$ cat src/rtl/board_ctrl.sv
// Board controller: input synchronizers, push-button debounce, PLL-lock reset sequencing and LED drive.
// Define BOARD_CTRL_HEARTBEAT_EN to drive the top LED from a free-running heartbeat counter.
module board_ctrl #(
  parameter int NBTN       = 2,
  parameter int NLED       = 8,
  parameter int DEB_CYCLES = 50000,
  parameter int RST_CYCLES = 4096,
  parameter int HB_BITS    = 24
) (
  input  logic            clk,
  input  logic            reset,
  input  logic            pll_locked,
  input  logic [NBTN-1:0] btn,
  input  logic [NLED-1:0] led_in,
  output logic            core_reset,
  output logic [NBTN-1:0] btn_db,
  output logic [NBTN-1:0] btn_press,
  output logic [NLED-1:0] led_out
);

  // state     | meaning
  // HOLD      | block reset just released; one idle clock
  // WAIT_LOCK | waiting for synced PLL lock with the reset button released
  // COUNT     | lock seen; counting RST_CYCLES clocks before releasing the core
  // RUN       | core out of reset
  typedef enum logic [1:0] {HOLD, WAIT_LOCK, COUNT, RUN} state_t;

  localparam int DW = $clog2(DEB_CYCLES + 1);
  localparam int RW = $clog2(RST_CYCLES + 1);
  localparam logic [DW-1:0] DEB_LAST = DW'(DEB_CYCLES - 1);
  localparam logic [RW-1:0] RST_LAST = RW'(RST_CYCLES - 1);

  logic            lock_m, lock_s;
  logic [NBTN-1:0] btn_m, btn_s;
  logic [DW-1:0]   deb_cnt [NBTN];
  state_t          state;
  logic [RW-1:0]   hold_cnt;

  always_ff @(posedge clk) begin
    if (!reset) begin
      lock_m <= 1'b0;
      lock_s <= 1'b0;
      btn_m  <= '1;
      btn_s  <= '1;
    end else begin
      lock_m <= pll_locked;
      lock_s <= lock_m;
      btn_m  <= btn;
      btn_s  <= btn_m;
    end
  end

  // Counter restarts whenever the synced (inverted) level agrees with the debounced state.
  always_ff @(posedge clk) begin
    if (!reset) begin
      btn_db    <= '0;
      btn_press <= '0;
      for (int i = 0; i < NBTN; i++) deb_cnt[i] <= '0;
    end else begin
      btn_press <= '0;
      for (int i = 0; i < NBTN; i++) begin
        if (!btn_s[i] == btn_db[i]) begin
          deb_cnt[i] <= '0;
        end else if (deb_cnt[i] == DEB_LAST) begin
          deb_cnt[i]   <= '0;
          btn_db[i]    <= !btn_db[i];
          btn_press[i] <= !btn_db[i];
        end else begin
          deb_cnt[i] <= deb_cnt[i] + 1'b1;
        end
      end
    end
  end

  always_ff @(posedge clk) begin
    if (!reset) begin
      state    <= HOLD;
      hold_cnt <= '0;
    end else begin
      case (state)
        HOLD: state <= WAIT_LOCK;
        WAIT_LOCK: begin
          if (lock_s && !btn_db[0]) begin
            state    <= COUNT;
            hold_cnt <= '0;
          end
        end
        COUNT: begin
          if (!lock_s || btn_db[0]) begin
            state <= WAIT_LOCK;
          end else if (hold_cnt == RST_LAST) begin
            state <= RUN;
          end else begin
            hold_cnt <= hold_cnt + 1'b1;
          end
        end
        RUN: begin
          if (!lock_s || btn_press[0]) state <= WAIT_LOCK;
        end
        default: state <= HOLD;
      endcase
    end
  end

  assign core_reset = (state != RUN);

`ifdef BOARD_CTRL_HEARTBEAT_EN
  logic [NLED-2:0]    led_q;
  logic [HB_BITS-1:0] hb_cnt;

  always_ff @(posedge clk) begin
    if (!reset) led_q <= '0;
    else        led_q <= led_in[NLED-2:0];
  end

  always_ff @(posedge clk) begin
    if (!reset || core_reset) hb_cnt <= '0;
    else                      hb_cnt <= hb_cnt + 1'b1;
  end

  assign led_out = core_reset ? '0 : {hb_cnt[HB_BITS-1], led_q};
`else
  logic [NLED-1:0] led_q;

  always_ff @(posedge clk) begin
    if (!reset) led_q <= '0;
    else        led_q <= led_in;
  end

  // Mask on the live state so LEDs go dark the same cycle the core enters reset.
  assign led_out = core_reset ? '0 : led_q;
`endif

endmodule
$ cat config.mk
export PLATFORM = sky130hd
export DESIGN_NAME = board_ctrl
export DESIGN_NICKNAME = d
export VERILOG_FILES = /design/src/rtl/board_ctrl.sv
export SDC_FILE = /design/constraint.sdc
export NUM_CORES = 1
export LEC_CHECK = 0
export ABC_AREA = 1
export CELL_PAD_IN_SITES_DETAIL_PLACEMENT = 0
export CELL_PAD_IN_SITES_GLOBAL_PLACEMENT = 1
export CORE_ASPECT_RATIO = 1.4
export CORE_MARGIN = 3
export CORE_UTILIZATION = 40
export CTS_BUF_LIST = sky130_fd_sc_hd__clkbuf_4
export DETAILED_ROUTE_END_ITERATION = 10
export GPL_ROUTABILITY_DRIVEN = 0
export HOLD_SLACK_MARGIN = 0.03
export PLACE_DENSITY = 0.85
export SYNTH_ARGS = -nofsm -noshare
export SYNTH_HDL_FRONTEND = slang
export SYNTH_SLANG_ARGS = --single-unit
export TNS_END_PERCENT = 10
$ cat constraint.sdc
create_clock -name clk -period 1.7 [get_ports clk]
set_input_delay 0.17 -clock clk [delete_from_list [all_inputs] [get_ports clk]]
set_output_delay 0.17 -clock clk [all_outputs]
set_load 0.02 [all_outputs]
# Word level (Yosys, flattened, before mapping)
# Memories as Yosys holds them, arrays and structs flattened.
# Cells that the tools add are included.
[word_totals]
ff_bits = 33
ram_bits = 32
inputBits = 13
word_cells = 95
mem_count = 1
[op_classes]
add_sub_neg = 3
n_eq_ne = 14
n_mux = 39
bitwise_logic = 11
n_reduce_logical = 16
[memory_table]
columns = ["memory", "depth", "word_bits", "read_ports", "rd_clocked_by_memory_dff", "write_ports", "line_no", "source"]
rows = [
  ["deb_cnt", 2, 16, 2, 0, 2, "35", "logic [DW-1:0] deb_cnt [NBTN];"],
]
[op_table]
columns = ["cell", "n"]
rows = [
  ["2-to-1 mux 16 bit", 6],
  ["2-to-1 mux 13 bit", 3],
  ["adder 16 x 1 -> 16 bit, second input constant", 2],
  ["== test 16 bit, second input constant", 2],
  ["case mux 13 bit (2 select lines)", 1],
  ["2-to-1 mux 1 bit", 23],
  ["adder 13 x 1 -> 13 bit, second input constant", 1],
  ["== test 13 x 12 -> 1 bit, second input constant", 1],
  ["inequality test 2 bit, second input constant", 5],
  ["2-to-1 mux 2 bit", 4],
  ["2-to-1 mux 8 bit", 1],
  ["case mux 2 bit (4 select lines)", 1],
  ["bitwise OR 1 bit", 6],
  ["OR reduction 3 bit", 2],
  ["zero test 1 bit", 5],
  ["NOT 1 bit", 5],
  ["== test 2 bit, second input constant", 2],
  ["AND reduction 2 bit", 2],
  ["AND reduction 4 bit", 1],
  ["inequality test 3 bit, second input constant", 1],
  ["AND reduction 3 bit", 1],
  ["== test 1 bit", 2],
  ["== test 2 x 1 -> 1 bit, second input constant", 1],
  ["zero test 2 bit", 1],
  ["3 further kinds", 4],
]

# Longest topological paths before layout
# Gate-level depths: netlist of run 1.
[depth]
depth_word = 8
mapped_depth = 10
ltp_nobuf = 10

# Least setup slack after synthesis of run 1
# OpenSTA, ideal clock, no wires.
[synth_timing]
kind = "reg2reg"
startpoint = "memory deb_cnt[0][0] in the netlist's numbering"
endpoint = "memory deb_cnt[0][10] in the netlist's numbering, data pin"
setup_ns = 0.252
t_arrival_ns = 1.364
path_slack_ns = 0.084
stages_incl_launch_ff = 8
n_path_buf = 1
cell_sequence = "edfxtp_1 > ha_1 > nand3_1 > nor2_1 > nand3_1 > o211ai_2 > buf_6 > nor2_1"
[synth_lines]
columns = ["item", "line_no"]
rows = [
  ["start: declaration", "35"],
]

# Worst setup path in the final report of run 1
[layout_timing]
startpoint = "register state[0]"
endpoint = "output led_out[7]"
[layout_between]
elab_chain_len = 2
[layout_lines]
columns = ["item", "line_no", "source"]
rows = [
  ["start: declaration", "36", "state_t state;"],
  ["start signal: assignment", "77", "state <= HOLD;"],
  ["start signal: assignment", "81", "HOLD: state <= WAIT_LOCK;"],
  ["start signal: assignment", "84", "state <= COUNT;"],
  ["inequality test 2 bit", "105", "assign core_reset = (state != RUN);"],
  ["2-to-1 mux 8 bit", "131", "assign led_out = core_reset ? '0 : led_q;"],
  ["end: declaration", "18", "output logic [NLED-1:0] led_out"],
]
# No other way between the ends.

==> results_tabular.tex, run 1 <==
\begin{tabular}{lr}
\hline
Metric & Value \\
\hline
\multicolumn{2}{l}{\textbf{Outcome}} \\
Status & finished, final reports clean \\
\multicolumn{2}{l}{\textbf{Timing}} \\
Maximum clock rate & approximately 0.62 GHz \\
Number of hold-slack violations in the final timing report & 0 \\
Setup violation total in the final timing report & 0 \\
Total Negative Setup Slacks & 0 ps \\
Final Cycle Share & 0.953 \\
Worst-case hold slack & 267 ps \\
Final worst clock skew & approximately 12 ps \\
Final Slew Violations & 0 \\
Transition at the pin with the smallest max-transition slack & around 530 ps \\
Min cycle time layout & 1620 ps \\
Max-slew headroom at the worst pin & 0.644 \\
RSZ-0062 raised after global routing & true \\
\multicolumn{2}{l}{\textbf{Clock tree}} \\
Clk slew on worst S/H paths & 110 ps \\
Number of buffers inserted during clock tree synthesis & 9 \\
Clock latency on the worst-skew pair & 420 ps \\
Sink Count & 65 \\
CTS tree & done \\
Number of H-tree levels & 3 \\
Maximum root-to-sink buffer count & 2 \\
Cell chosen for the clock root & sky130\_fd\_sc\_hd\_\_clkbuf\_4 \\
\multicolumn{2}{l}{\textbf{Worst setup path}} \\
Critical path capture point type & output port \\
Critical-path top delay cell & sky130\_fd\_sc\_hd\_\_dfxtp\_1 \\
Crit path max-delay family & flip-flops \\
Critical path, cell by cell & ha\_4 -> nand2\_1 -> inv\_1 -> clkdlybuf4s15\_1 \\
Type of the worst setup path & reg -> out \\
Critical path buffer and inverter count & 2 \\
Worst Path Required & 1530 ps \\
Critical path peak fanout & 10 \\
Arrival time at the worst endpoint & about 1500 ps \\
Highest cell delay on the worst timing path & around 400 ps \\
Category of the worst setup path launch point & flop \\
\multicolumn{2}{l}{\textbf{Power}} \\
Total power & 3.37 mW \\
Largest vdd supply drop & approximately 0.00057 V \\
PwrDens & roughly 780 mW/mm\^{}2 \\
Pleak & 1.88 nW \\
\multicolumn{2}{l}{\textbf{Logic synthesis}} \\
Main area contributors after synthesis & sky130\_fd\_sc\_hd\_\_edfxtp\_1 (28\%), sky130\_fd\_sc\_hd\_\_dfxtp\_1 (19\%), sky130\_fd\_sc\_hd\_\_nand2\_1 (10\%) \\
Post-synthesis instance area & 0.00341 sq mm \\
Async set or reset register ratio after synthesis & 0 \\
Portion of synthesized cell area occupied by the leading cell type & 0.282 \\
Post-synthesis average cell area & 7.84 sq um \\
Post-synthesis sequential area ratio & 0.475 \\
Synth Instances & 435 \\
Synth unique cells & 35 \\
Yosys warning count & 0 \\
Main flop type after synthesis & sky130\_fd\_sc\_hd\_\_dfxtp\_1 \\
Post-synth EDFFs & 32 \\
Number of synthesized register bits & between 60 and 70 \\
Library cell occupying the most area in the post-synthesis netlist & sky130\_fd\_sc\_hd\_\_edfxtp\_1 \\
\multicolumn{2}{l}{\textbf{Floorplanning}} \\
Initial core utilization & 0.414 \\
Floorplan die width & 84.0 microns \\
IO Pins & 26 \\
Area of the core region & just over 0.008 sq mm \\
Std-Cell Rows & 39 \\
Total Die Area & 0.00969 sq mm \\
Vertical die dimension & 115 microns \\
\multicolumn{2}{l}{\textbf{GRT}} \\
Vias in the first global route & 2,838 \\
Maximum number of pins on one net before global-route repair & 17 \\
Number of antenna violations at the first check in global routing & 0 \\
Total routing resource utilization after global routing & 0.158 \\
Remaining Overflow, GRT & 0 \\
Wire length of the first global-routing pass & 12,200 microns \\
\multicolumn{2}{l}{\textbf{Place}} \\
DPL Wire Length & about 5300 microns \\
Number of placed instances with taps included & 614 \\
Number of buffers added on ports & 25 \\
\multicolumn{2}{l}{\textbf{Cells and area}} \\
Most common cell after layout, fill and taps aside & sky130\_fd\_sc\_hd\_\_nand2\_1 \\
Post-layout utilization of the core & 0.526 \\
Final Net Count & 546 \\
Top library cells by usage in the layout, fill and taps aside & sky130\_fd\_sc\_hd\_\_nand2\_1 (94), sky130\_fd\_sc\_hd\_\_inv\_1 (60), sky130\_fd\_sc\_hd\_\_nor2\_1 (58) \\
Layout overhead on the synthesized area & 27.2\% \\
Layout Cells excl Fill & 633 \\
Antenna cell count & 0 \\
Layout cells sized above 1 & 0.166 \\
\multicolumn{2}{l}{\textbf{Drt}} \\
Number of nets still failing antenna checks after routing & 0 \\
Iteration count of the initial detailed-routing pass & 6 \\
1st-iter DRT viols & 105 \\
Vias per std cell & 4.67 \\
DR DRC count & 0 \\
Total via count in the routed design & between 2k and 3k \\
Wire length per cell after detailed routing & 11.6 microns \\
Wire length after detailed routing & $\sim$7300 microns \\
\multicolumn{2}{l}{\textbf{Run}} \\
Number of maximum-capacitance violations & 0 \\
\multicolumn{2}{l}{\textbf{Hold path}} \\
Worst min-delay path class & in -> reg \\
\hline
\end{tabular}
path summary, 6_finish.rpt:
path / from / end / slack, ps / depth (start not counted)
max reg2reg: deb_cnt[1][0] / deb_cnt[1][12] / 80 / 9
min reg2reg: btn_m[1] / btn_s[1] / 420 / 1
max: state[0] / led_out[7] / 80 / 4
min: led_in[5] / led_q[5] / 270 / 3
through the flow:
step / cell area, sq um / setup WS (ps)
after floorplan: 3530 / 84.1
after global placement: 4080 / 14.7
after global routing: 4340 / -14.8
after detailed placement: 4080 / -32.6
final: 4340 / 79.6
after CTS: 4250 / 3.70
Yosys cell counts (2+ instances only):
cell type,instances
sky130_fd_sc_hd__a21oi_1,25
sky130_fd_sc_hd__a31oi_1,4
sky130_fd_sc_hd__buf_6,3
sky130_fd_sc_hd__clkbuf_1,2
sky130_fd_sc_hd__dfxtp_1,33
sky130_fd_sc_hd__edfxtp_1,32
sky130_fd_sc_hd__ha_1,7
sky130_fd_sc_hd__inv_1,62
sky130_fd_sc_hd__nand2_1,95
sky130_fd_sc_hd__nand2_4,2
sky130_fd_sc_hd__nand3_1,39
sky130_fd_sc_hd__nand3_2,2
sky130_fd_sc_hd__nand4_1,10
sky130_fd_sc_hd__nor2_1,61
sky130_fd_sc_hd__nor2_2,3
sky130_fd_sc_hd__nor3_1,14
sky130_fd_sc_hd__nor4_1,2
sky130_fd_sc_hd__o21ai_0,3
sky130_fd_sc_hd__or2_2,7
sky130_fd_sc_hd__xnor2_1,5
sky130_fd_sc_hd__xor2_1,10
metal layers:
layer | vias up | part of all wire | track usage
met5 | - | 0 | 0
met4 | 0 | 0.016 | 0.0601
met3 | 9 | 0.023 | 0.0416
met2 | 27 | 0.52 | 0.280
met1 | 1358 | 0.44 | 0.181
li1 | 1563 | - | -
kinds of logic after synthesis:
logic type                 after synthesis  synth area share
and+or+nand+nor                        239             0.311
buffers and inverters                   71            0.0862
DFF                                     65             0.475
AOI/OAI and AO/OA                       37            0.0620
xor gates and xnor gates                15            0.0385
adders and majority gates                7            0.0257
other                                    1           0.00110
worst min-delay path, cell delays in order:
cell and delay [ps]:
sky130_fd_sc_hd__clkdlybuf4s50_1 390, sky130_fd_sc_hd__nand2_1 60, sky130_fd_sc_hd__inv_1 30
state kept, by name (all words and copies together), names as in the netlist:
name,count
btn_db,2
btn_m,2
btn_press,2
btn_s,2
deb_cnt,32
hold_cnt,13
led_q,8
lock_m,1
lock_s,1
state,2
power breakdown:
part | internal [mW] | switching [mW] | total [mW]
clock network | 0.605 | 0.573 | 1.18
registers | 1.71 | 0.0513 | 1.76
logic | 0.180 | 0.249 | 0.429
total | 2.49 | 0.874 | 3.37
cell type report:
class | instances | area, sq um
fill | 818 | 3910
multi-input combinational | 331 | 1720
sequential | 65 | 1630
timing repair buffer | 56 | 475
inverter | 63 | 236
tap | 102 | 128
clock inverter | 6 | 82.6
clock buffer | 10 | 75.1
what timing repair did:
item                                    in CTS  in global routing
setup buffers                                0                  2
endpoints found under the setup margin      15                 55
hold buffers                                 0                  0
gates resized for setup                     17                 29
pin swaps                                    0                  4
endpoints found under the hold margin        0                  0
gates cloned                                 0                  1
No activity file was read; power rests on OpenSTA's default activity.
==> run 2: changes to the inputs <==
ABC_CLOCK_PERIOD_IN_PS = 1700   (was default)
CORE_MARGIN = default   (was 3)
==> run 2 against run 1 <==
The flow now finishes with violations (negative setup slack). Clock skew is 14 ps higher. Register-to-register slack worse by 110 ps. Cell area is 1.0% higher. Largest cell class unchanged. Global-route usage is 1.5 points higher. First-iteration DRC count is 56% higher.
==> results_tabular.tex, run 2 (synthesis results as in run 1) <==
\begin{tabular}{lr}
\hline
Metric & Value \\
\hline
\multicolumn{2}{l}{\textbf{GRT}} \\
Maximum number of pins on one net before global-route repair & 17 \\
Remaining Overflow, GRT & 0 \\
Wire length of the first global-routing pass & 12,000 microns \\
Met3 capacity usage during global routing & 0.0379 \\
Met1 GRT Util & 0.203 \\
Total routing resource utilization after global routing & 0.173 \\
Number of antenna violations at the first check in global routing & 0 \\
Global-route met2 utilization & 0.296 \\
Gr busiest metal & met2 \\
Vias in the first global route & 2,823 \\
\multicolumn{2}{l}{\textbf{Floorplanning}} \\
Initial core utilization & 0.416 \\
Std-Cell Rows & 39 \\
Floorplan die width & 80.0 microns \\
Total Die Area & 0.00891 sq mm \\
Vertical die dimension & about 110 microns \\
IO Pins & 26 \\
Area of the core region & 0.00820 sq mm \\
\multicolumn{2}{l}{\textbf{Timing}} \\
Final Cycle Share & 1.02 \\
Min cycle time layout & about 1700 ps \\
Transition at the pin with the smallest max-transition slack & approximately 620 ps \\
Total Negative Setup Slacks & -156 ps \\
Setup ws final & -32.3 ps \\
RSZ-0062 raised after global routing & true \\
Setup violation total in the final timing report & 8 \\
Maximum clock rate & a little under 0.6 GHz \\
Final Slew Violations & 0 \\
Final worst clock skew & around 26 ps \\
Max-slew headroom at the worst pin & 0.584 \\
Number of hold-slack violations in the final timing report & 0 \\
\multicolumn{2}{l}{\textbf{Cells and area}} \\
Area of the multi-input gates & 0.00179 sq mm \\
Most common cell after layout, fill and taps aside & sky130\_fd\_sc\_hd\_\_nand2\_1 \\
Combined flip-flop and latch cell area & 0.00162 sq mm \\
Layout cells sized above 1 & 0.176 \\
Top library cells by usage in the layout, fill and taps aside & sky130\_fd\_sc\_hd\_\_nand2\_1 (94), sky130\_fd\_sc\_hd\_\_inv\_1 (60), sky130\_fd\_sc\_hd\_\_nor2\_1 (54) \\
Largest reg by FF count & deb\_cnt \\
Number of flip-flops in the largest register & 32 \\
Final Net Count & approximately 540 \\
Antenna cell count & 0 \\
Layout Cells excl Fill & 631 \\
Biggest registers after layout & deb\_cnt x32, hold\_cnt x13, led\_q x8 \\
Number of inserted filler cells in the final layout & 803 \\
Layout overhead on the synthesized area & 28.5\% \\
\multicolumn{2}{l}{\textbf{Worst setup path}} \\
Critical path peak fanout & 8 \\
Crit-path most repeated cell & sky130\_fd\_sc\_hd\_\_nand3\_4 \\
Worst Path Required & approximately 1900 ps \\
Highest cell delay on the worst timing path & between 400 and 500 ps \\
Arrival time at the worst endpoint & 1920 ps \\
Critical-path top delay cell & sky130\_fd\_sc\_hd\_\_edfxtp\_1 \\
Critical path, cell by cell & ha\_4 -> nand3\_4 -> nor2\_4 -> nand3\_4 -> o211ai\_4 -> clkbuf\_16 -> a21oi\_1 \\
Category of the worst setup path launch point & flop \\
Type of the worst setup path & reg -> reg \\
Critical path capture point type & flop \\
\multicolumn{2}{l}{\textbf{Run}} \\
Number of maximum-capacitance violations & 0 \\
\multicolumn{2}{l}{\textbf{Power}} \\
Part of the power in the clock network & 0.325 \\
Net switching power & around 0.9 mW \\
Internal Dissipation & 2.34 mW \\
Largest vdd supply drop & 0.000504 V \\
Sw Share & 0.275 \\
Pleak & 1.85 nW \\
Part of the total power dissipated in combinational logic & 0.127 \\
PwrDens & approximately 740 mW/mm\^{}2 \\
Total power & 3.22 mW \\
Reg power frac & 0.548 \\
\multicolumn{2}{l}{\textbf{Drt}} \\
DR DRC count & 0 \\
Number of nets still failing antenna checks after routing & 0 \\
Vias per std cell & 4.73 \\
Wire length per cell after detailed routing & between 10 and 15 microns \\
Iteration count of the initial detailed-routing pass & 5 \\
Total via count in the routed design & approximately 3.0k \\
Wire length after detailed routing & 7290 microns \\
1st-iter DRT viols & around 160 \\
\multicolumn{2}{l}{\textbf{Clock tree}} \\
CTS tree & done \\
Cell chosen for the clock root & sky130\_fd\_sc\_hd\_\_clkbuf\_4 \\
Clock latency on the worst-skew pair & 430 ps \\
Sink Count & 65 \\
Clk slew on worst S/H paths & between 100 and 150 ps \\
Number of buffers inserted during clock tree synthesis & 9 \\
Number of H-tree levels & 3 \\
Maximum root-to-sink buffer count & 2 \\
Number of buffers inserted by hold repair at cts & 0 \\
\multicolumn{2}{l}{\textbf{Outcome}} \\
Status & finished, violations left \\
Violated checks & negative setup slack \\
\multicolumn{2}{l}{\textbf{Hold path}} \\
Worst min-delay path class & in -> reg \\
\multicolumn{2}{l}{\textbf{Place}} \\
Number of buffers added on ports & 25 \\
Number of placed instances with taps included & 603 \\
DPL Wire Length & 5100 microns \\
Pre-CTS WS & -104 ps \\
\hline
\end{tabular}
## run 2: cell types whose count changed in the layout (fill, tap and decap cells not counted), moves of 2 or more
| cell | delta |
|---|---|
| sky130_fd_sc_hd__nand2_4 | +2 |
| sky130_fd_sc_hd__nand2_8 | -2 |
| sky130_fd_sc_hd__nor3_2 | -2 |
| sky130_fd_sc_hd__buf_4 | -3 |
| sky130_fd_sc_hd__dfxtp_2 | -2 |
| sky130_fd_sc_hd__nand3_4 | +3 |
| sky130_fd_sc_hd__nor2_1 | -4 |
| sky130_fd_sc_hd__nand3_1 | -2 |
| sky130_fd_sc_hd__nor2_4 | +4 |
| sky130_fd_sc_hd__dfxtp_1 | +2 |
## run 2: critical path, delay by kind of cell (launching register included)
kind | cells | cell delay [ps]
flops | 1 | 450
buf+inv | 1 | 200
simple gates | 3 | 340
fa+ha+maj | 1 | 180
compound gates | 2 | 310
## run 2: final timing paths
| kind | from | endpoint | slack (ps) | depth (start not counted) |
|---|---|---|---|---|
| worst min-delay path | pll_locked | lock_m | 270 | 3 |
| worst min register to register | btn_m[1] | btn_s[1] | 410 | 1 |
| worst max register to register | deb_cnt[0][0] | deb_cnt[0][12] | -30 | 7 |
| worst max-delay path | deb_cnt[0][0] | deb_cnt[0][12] | -30 | 7 |
## run 2: routing by layer
metal / vias to the layer above / part of all wire
met5: - / 0
met4: 0 / 0.017
met3: 12 / 0.033
met2: 52 / 0.51
met1: 1357 / 0.44
li1: 1565 / -
## run 2: cell type report
class,count,area share
Tap cell,102,0.0291
Clock inverter,6,0.0134
Timing Repair Buffer,54,0.107
Multi-Input combinational cell,331,0.409
Inverter,63,0.0539
Clock buffer,10,0.0171
Sequential cell,65,0.370
## run 2: timing repair
action / in CTS / in global routing
setup buffers: 0 / 10
endpoints found under the setup margin: 26 / 53
resized for setup: 14 / 45
cloned: 0 / 2
pin swaps: 0 / 8
## run 2: metrics by stage
step	util	hold WS, ps	instance area (sq um)
after floorplan	-	268	3530
after detailed placement	0.487	396	4000
final	0.535	275	4380
after CTS	0.505	246	4140
after global placement	0.487	396	4000
after global routing	0.535	274	4380
## run 2: power by group through the flow
stage	combinational (mW)	sequential, mW	clock [mW]
after floorplan	0.259	1.78	0
final	0.409	1.77	1.05
after CTS	0.379	1.76	1.08
after detailed placement	0.380	1.79	0
after global routing	0.463	1.78	1.15
after global placement	0.376	1.79	0
